### src/rtl/eth_led_indicator.sv
// Multi-channel status LED driver: per-channel off / on / shared heartbeat / stretched activity.
// Optional build macro ETH_LED_INVERT_EN inverts every led bit (reset value included) for active-low boards.
module eth_led_indicator #(
    parameter int          NUM_CH            = 4,
    parameter int          CNT_W             = 32,
    parameter logic [31:0] BLINK_HALF_CYCLES = 32'h1FF_FFFF,
    parameter int          STRETCH_CYCLES    = 6_250_000
) (
    input  logic                  clk,
    input  logic                  rst,
    input  logic [NUM_CH-1:0]     act_pulse,
    input  logic [2*NUM_CH-1:0]   mode,
    output logic [NUM_CH-1:0]     led,
    output logic                  hb
);

    typedef enum logic [1:0] {
        ST_IDLE = 2'd0,
        ST_ON   = 2'd1,
        ST_GAP  = 2'd2
    } act_st_e;

`ifdef ETH_LED_INVERT_EN
    localparam logic INV_C = 1'b1;
`else
    localparam logic INV_C = 1'b0;
`endif

    localparam logic [CNT_W-1:0] HB_TC_C  = CNT_W'(BLINK_HALF_CYCLES);
    localparam logic [CNT_W-1:0] STR_LD_C = CNT_W'(STRETCH_CYCLES - 1);
    localparam logic [CNT_W-1:0] ZERO_C   = {CNT_W{1'b0}};
    localparam logic [CNT_W-1:0] ONE_C    = {{(CNT_W-1){1'b0}}, 1'b1};

    logic [CNT_W-1:0]  hb_cnt_r;
    logic [CNT_W-1:0]  hb_cnt_nxt_s;
    logic              hb_r;
    logic              hb_nxt_s;

    act_st_e           st_r       [NUM_CH];
    act_st_e           st_nxt_s   [NUM_CH];
    logic [CNT_W-1:0]  cnt_r      [NUM_CH];
    logic [CNT_W-1:0]  cnt_nxt_s  [NUM_CH];
    logic [NUM_CH-1:0] pend_r;
    logic [NUM_CH-1:0] pend_nxt_s;
    logic [NUM_CH-1:0] led_r;
    logic [NUM_CH-1:0] led_nxt_s;

    // Shared heartbeat: terminal count clears the counter and flips the phase.
    always_comb begin
        hb_cnt_nxt_s = hb_cnt_r + ONE_C;
        hb_nxt_s     = hb_r;
        if (hb_cnt_r == HB_TC_C) begin
            hb_cnt_nxt_s = ZERO_C;
            hb_nxt_s     = ~hb_r;
        end else begin
            hb_cnt_nxt_s = hb_cnt_r + ONE_C;
            hb_nxt_s     = hb_r;
        end
    end

    // Activity FSM next state; channels not in activity mode are parked in IDLE.
    always_comb begin
        for (int i = 0; i < NUM_CH; i++) begin
            st_nxt_s[i]   = ST_IDLE;
            cnt_nxt_s[i]  = ZERO_C;
            pend_nxt_s[i] = 1'b0;
            if (mode[2*i +: 2] == 2'b11) begin
                case (st_r[i])
                    ST_IDLE: begin
                        if (act_pulse[i]) begin
                            st_nxt_s[i]  = ST_ON;
                            cnt_nxt_s[i] = STR_LD_C;
                        end else begin
                            st_nxt_s[i]  = ST_IDLE;
                        end
                    end
                    ST_ON: begin
                        pend_nxt_s[i] = pend_r[i] | act_pulse[i];
                        if (cnt_r[i] == ZERO_C) begin
                            st_nxt_s[i]  = ST_GAP;
                            cnt_nxt_s[i] = STR_LD_C;
                        end else begin
                            st_nxt_s[i]  = ST_ON;
                            cnt_nxt_s[i] = cnt_r[i] - ONE_C;
                        end
                    end
                    ST_GAP: begin
                        if (cnt_r[i] == ZERO_C) begin
                            // A pulse landing on the last gap cycle still counts.
                            if (pend_r[i] | act_pulse[i]) begin
                                st_nxt_s[i]  = ST_ON;
                                cnt_nxt_s[i] = STR_LD_C;
                            end else begin
                                st_nxt_s[i]  = ST_IDLE;
                            end
                        end else begin
                            st_nxt_s[i]   = ST_GAP;
                            cnt_nxt_s[i]  = cnt_r[i] - ONE_C;
                            pend_nxt_s[i] = pend_r[i] | act_pulse[i];
                        end
                    end
                    default: begin
                        st_nxt_s[i] = ST_IDLE;
                    end
                endcase
            end else begin
                st_nxt_s[i] = ST_IDLE;
            end
        end
    end

    // LED source select; uses next-cycle values so led and hb change on the same edge.
    always_comb begin
        led_nxt_s = {NUM_CH{1'b0}};
        for (int i = 0; i < NUM_CH; i++) begin
            case (mode[2*i +: 2])
                2'b00:   led_nxt_s[i] = INV_C;
                2'b01:   led_nxt_s[i] = ~INV_C;
                2'b10:   led_nxt_s[i] = hb_nxt_s ^ INV_C;
                2'b11:   led_nxt_s[i] = (st_nxt_s[i] == ST_ON) ^ INV_C;
                default: led_nxt_s[i] = INV_C;
            endcase
        end
    end

    // State registers; reset drops every pending event and forces the idle LED level.
    always_ff @(posedge clk or posedge rst) begin
        if (rst) begin
            hb_cnt_r <= ZERO_C;
            hb_r     <= 1'b0;
            pend_r   <= {NUM_CH{1'b0}};
            led_r    <= {NUM_CH{INV_C}};
            for (int i = 0; i < NUM_CH; i++) begin
                st_r[i]  <= ST_IDLE;
                cnt_r[i] <= ZERO_C;
            end
        end else begin
            hb_cnt_r <= hb_cnt_nxt_s;
            hb_r     <= hb_nxt_s;
            pend_r   <= pend_nxt_s;
            led_r    <= led_nxt_s;
            for (int i = 0; i < NUM_CH; i++) begin
                st_r[i]  <= st_nxt_s[i];
                cnt_r[i] <= cnt_nxt_s[i];
            end
        end
    end

    assign led = led_r;
    assign hb  = hb_r;

endmodule
### config.mk
export PLATFORM = sky130hd
export DESIGN_NAME = eth_led_indicator
export DESIGN_NICKNAME = d
export VERILOG_FILES = /design/src/rtl/eth_led_indicator.sv
export SDC_FILE = /design/constraint.sdc
export NUM_CORES = 1
export LEC_CHECK = 0
export CAP_MARGIN = 30
export CORE_ASPECT_RATIO = 1.75
export CORE_MARGIN = 2
export CORE_UTILIZATION = 45
export DETAILED_ROUTE_END_ITERATION = 8
export PLACE_DENSITY_LB_ADDON = 0.05
export SYNTH_ARGS = -nofsm -noshare
export SYNTH_HDL_FRONTEND = slang
export SYNTH_SLANG_ARGS = --single-unit
### constraint.sdc
create_clock -name clk -period 6.6 [get_ports clk]
set_input_delay 0.66 -clock clk [delete_from_list [all_inputs] [get_ports clk]]
set_output_delay 0.66 -clock clk [all_outputs]
set_load 0.05 [all_outputs]
; ---- Word level (Yosys, flattened, before mapping)
; Index checks and enable logic that the tools add are counted.
[word_totals]
register_bits = 177
wordCells = 125
[op_classes]
addsub = 5
n_eq_ne = 25
mux = 66
n_bitwise = 5
n_reduce_logical = 12
[op_table]
columns = cell, count
row1 = 32-bit 2-to-1 mux, 13
row2 = 32-bit one-hot mux with 3 select lines, 4
row3 = 23-bit 2-to-1 mux, 8
row4 = 32-bit zero test, 4
row5 = "32-bit by 1-bit subtractor with 32-bit output, second input constant", 4
row6 = "32-bit by 1-bit adder with 32-bit output, second input constant", 1
row7 = "32-bit by 25-bit equality test with 1-bit output, second input constant", 1
row8 = "2-bit by 1-bit equality test with 1-bit output, second input constant", 12
row9 = "2-bit equality test, second input constant", 12
row10 = 2-bit 2-to-1 mux, 12
row11 = 2-bit one-hot mux with 3 select lines, 4
row12 = 1-bit 2-to-1 mux, 17
row13 = 2-bit zero test, 8
row14 = 1-bit one-hot mux with 4 select lines, 4
row15 = 1-bit one-hot mux with 2 select lines, 4
row16 = 1-bit bitwise OR, 4
row17 = 1-bit inverter, 1

; ---- Logic depth before layout (Yosys ltp)
[logic_depth]
word_depth = 7
ltp_mapped = 9
mapped_depth_nobuf = 8

; ---- Least setup slack after synthesis
; OpenSTA, ideal clock, no wires.
[synth_path]
kind = register -> register
start = register cnt_r[84] in the netlist's numbering
end = register cnt_r[66] in the netlist's numbering
setup_time_ns = 0.137
arrival_ns = 2.245
path_slack_ns = 4.218
stages_incl_launch_ff = 8
synth_period_minus_slack_ns = 2.382
cell_sequence = dfrtp_1 > or4_4 > or3_4 > nor4_4 > a21boi_2 > o31ai_4 > buf_6 > a21oi_1
[synth_rtl]
columns = item, line_no
row1 = start: declaration, 41  ; logic [CNT_W-1:0] cnt_r [NUM_CH];
row2 = start signal: indexed assignment, 144  ; cnt_r[i] <= cnt_nxt_s[i];

; ---- Worst setup path in the final report
[layout_path]
start = register hb_cnt_r[0]
end = register led_r[1] (netlist: led[1])
[layout_via]
elab_chain_cells = 3
[layout_rtl]
columns = item, line_no
row1 = start: declaration, 34  ; logic [CNT_W-1:0] hb_cnt_r;
row2 = start signal: assignment, 138  ; hb_cnt_r <= hb_cnt_nxt_s;
row3 = 32-bit by 25-bit equality test with 1-bit output, 52  ; if (hb_cnt_r == HB_TC_C) begin
row4 = 1-bit 2-to-1 mux, 52
row5 = 1-bit one-hot mux with 4 select lines, 116  ; case (mode[2*i +: 2])
row6 = net led_nxt_s[1], 46  ; logic [NUM_CH-1:0] led_nxt_s;
row7 = end signal: assignment, 132  ; led_r <= {NUM_CH{INV_C}};
row8 = end signal: assignment, 141  ; led_r <= led_nxt_s;
row9 = end: declaration, 45  ; logic [NUM_CH-1:0] led_r;
; The timed path passes the listed nets, and every way through them passes these cells.

==> results.py <==
metrics = {
    "global_route": {
        "grt_pass1_vias": 6743,
        "antenna_found_initial": 0,
        "track_usage_pct": 18.3,
        "grt_max_degree": 112,
        "grt-ovfl-total": 0,
        "grt_pass1_wl_um": 31900,
    },
    "synthesis": {
        "synth_area_mm2": 0.00906,
        "async_reset_ff_share_pct": 100,
        "synth_nets": 974,
        "synth-edff-count": 0,
        "avgSynthCellArea_um2": 9.69,
        "ys_ff_latch": 177,
        "ys_seq_area_share_pct": 48.9,
        "synthFlopType": "dfrtp_1",
        "ys_types": 58,
        "yosysTopAreaCell": "dfrtp_1",
        "ys_top_cells_by_area": "dfrtp_1 (49%), xnor2_1 (7.7%), nor2_1 (6.2%)",
        "synth_top_cell_area_share_pct": 48.9,
        "synthCells": 935,
        "ys_warn_count": 0,
    },
    "timing": {
        "clock_skew_ns": 0.00661,
        "tightest_slew_ns": 0.940,
        "relSlewSlack_pct": 36.8,
        "rsz0062_at_grt": "no",
        "setup_viol": 0,
        "period_needed_ns": 3.14,
        "fmax_mhz": 319,
        "finalHoldViolCount": 0,
        "final_max_slew_viol_count": 0,
        "fin_crit_sh_pct": 47.5,
        "tns_ns": 0,
        "holdWs_ns": 0.463,
    },
    "route": {
        "drtPass1Iterations": 4,
        "vias_per_cell": 5.43,
        "drc": 0,
        "ant_nets": 0,
        "wirelength_um": 18500,
        "num_vias": 6592,
        "routedWlPerCell_um": 15.2,
        "drt_iter0_markers": 174,
    },
    "pwr": {
        "powerDensity_mw_per_mm2": 296,
        "switching_power_mw": 0.962,
        "p_comb_share_pct": 27.6,
        "p_leak_nw": 4.56,
        "peakVddDrop_mv": 0.181,
        "p_seq_share_pct": 39.6,
        "p_sw_share_pct": 32.3,
        "p_int_mw": 2.02,
        "clkPwrFrac_pct": 32.8,
    },
    "die": {
        "die-area_mm2": 0.0213,
        "initial_core_util_pct": 45.9,
        "rows": 68,
        "fp.coreArea_mm2": 0.0197,
        "die_w_um": 111,
        "io-pin-count": 19,
        "fp.dieH_um": 192,
    },
    "worst_setup_path": {
        "slowest_stage": "nor3_2",
        "worstReg2RegStart": "hb_cnt_r[0]",
        "critPathRequiredTime_ns": 6.95,
        "max_stage_delay_ns": 0.80,
        "cp.depth": 7,
        "cp_cell_sequence": "ha_1 > nand3_1 > nor3_1 > nand2_1 > nor3_2 > xnor2_1 > o211ai_1",
        "crit_family": "simple AND/OR/NAND/NOR gates",
        "crit_path_end_kind": "flip-flop",
        "cp_data_arrival_time_ns": 3.48,
        "crit_type": "flip-flop to flip-flop",
        "start_kind": "flip-flop",
        "cp_num_buf_inv": 0,
        "r2r_cells": 7,
        "critPathMaxFanout": 15,
        "cp-startpoint": "hb_cnt_r[0]",
    },
    "cts": {
        "cts_buffer_depth": 2,
        "clockRootBuffer": "clkbuf_16",
        "cts_buffers": 17,
        "post_cts_resized": 0,
        "post_cts_buffers": 0,
        "insertion_delay_ns": 0.43,
        "cts_htree_levels": 4,
        "hold_buffers": 0,
        "clkSlewWorstSetupHoldPaths_ns": 0.07,
        "cts_tree": "done",
        "clkSinkCount": 177,
    },
    "outcome": {
        "status": "complete, no violations",
    },
    "cells_and_area": {
        "final_cells": 1214,
        "nets": 995,
        "antennaDiodeCount": 0,
        "fin_area_mm2": 0.0101,
        "final_util_pct": 51.0,
        "drive_gt1_share_pct": 5.78,
        "syn_to_final_growth_pct": 11.0,
        "final_cell_mix": "dfrtp_1 (177), nor2_1 (150), xnor2_1 (80), a21oi_1 (76), nand2_1 (63)",
        "final_common_cell": "dfrtp_1",
    },
    "placement": {
        "detailed_place_hpwl_um": 12600,
        "dpl_cell_area_mm2": 0.00949,
        "gp_congestion": 0.756,
        "place_inst": 1182,
        "io_buffers": 18,
    },
    "min_path": {
        "hp-start": "hb_cnt_r[16]",
        "worstHoldPathCells": 1,
        "hp-class": "flip-flop to flip-flop",
    },
    "job": {
        "drv_cap": 0,
    },
}
## sequential cells by signal, indices dropped and copies added (netlist names)
register / count
cnt_r: 128
led: 4
hb: 1
hb_cnt_r: 32
st_r: 8
pend_r: 4
## final cells by class
class | count | area [um^2]
inverter | 23 | 93.8
clock inverter | 9 | 81.3
clock buffer | 23 | 488
tap | 245 | 307
multi-input combinational | 715 | 4450
timing repair buffer | 22 | 210
fill | 1875 | 9680
sequential | 177 | 4430
## cells by family (layout without fill, tap and decap cells)
family          count (synthesis)  after routing  synth area share [%]
xor+xnor                      129            129                  12.5
simple gates                  418            418                  23.3
compound gates                137            137                  9.22
buf+inv                        43             77                  2.02
fa+ha+maj                      25             25                  3.45
mux                             6              6                 0.690
flops                         177            177                  48.9
## routing by layer
layer / part of all wire, % / wire length [um] / track usage [%] / up-vias
met5: 0 / 0 / 0 / -
met4: 1.4 / 253 / 6.32 / 0
met3: 2.2 / 412 / 3.44 / 18
met2: 53 / 9750 / 33.3 / 61
met1: 44 / 8060 / 21.4 / 3219
li1: - / - / - / 3294
## power by group through the flow
stage          logic (mW)  registers [mW]  clock network, mW
6_report            0.822            1.18              0.978
5_1_grt             0.926            1.19               1.05
4_1_cts             0.833            1.18               1.01
3_5_place_dp        0.826            1.20                  0
3_3_place_gp        0.821            1.20                  0
2_1_floorplan       0.655            1.20                  0
## cells in the mapped netlist, drive strengths merged (7+ instances only)
library cell and n:
ha 25, nor4 34, xnor2 80, nand3 22, nor3 45, nor2 150, buf 9, or3 21
nand2 63, xor2 49, inv 23, nand4 13, o21ai 22, or4 11, nand2b 13, a21oi 76
nand3b 7, clkbuf 11, dfrtp 177
## worst paths after layout
check                               endpoint  slack, ns
worst max-delay path                  led[1]       3.46
worst min-delay path            hb_cnt_r[16]       0.46
worst max register to register        led[1]       3.46
worst min register to register  hb_cnt_r[16]       0.46
max in group asynchronous           cnt_r[4]       4.47
min in group asynchronous         cnt_r[103]       0.79
## stage by stage
stage / setup WS [ns] / power [mW]
2_1_floorplan: 1.14 / 1.85
3_3_place_gp: 3.42 / 2.02
3_5_place_dp: 3.41 / 2.03
4_1_cts: 3.36 / 3.03
5_1_grt: 3.05 / 3.17
6_report: 3.46 / 2.98
No activity file was read; power rests on OpenSTA's default activity.
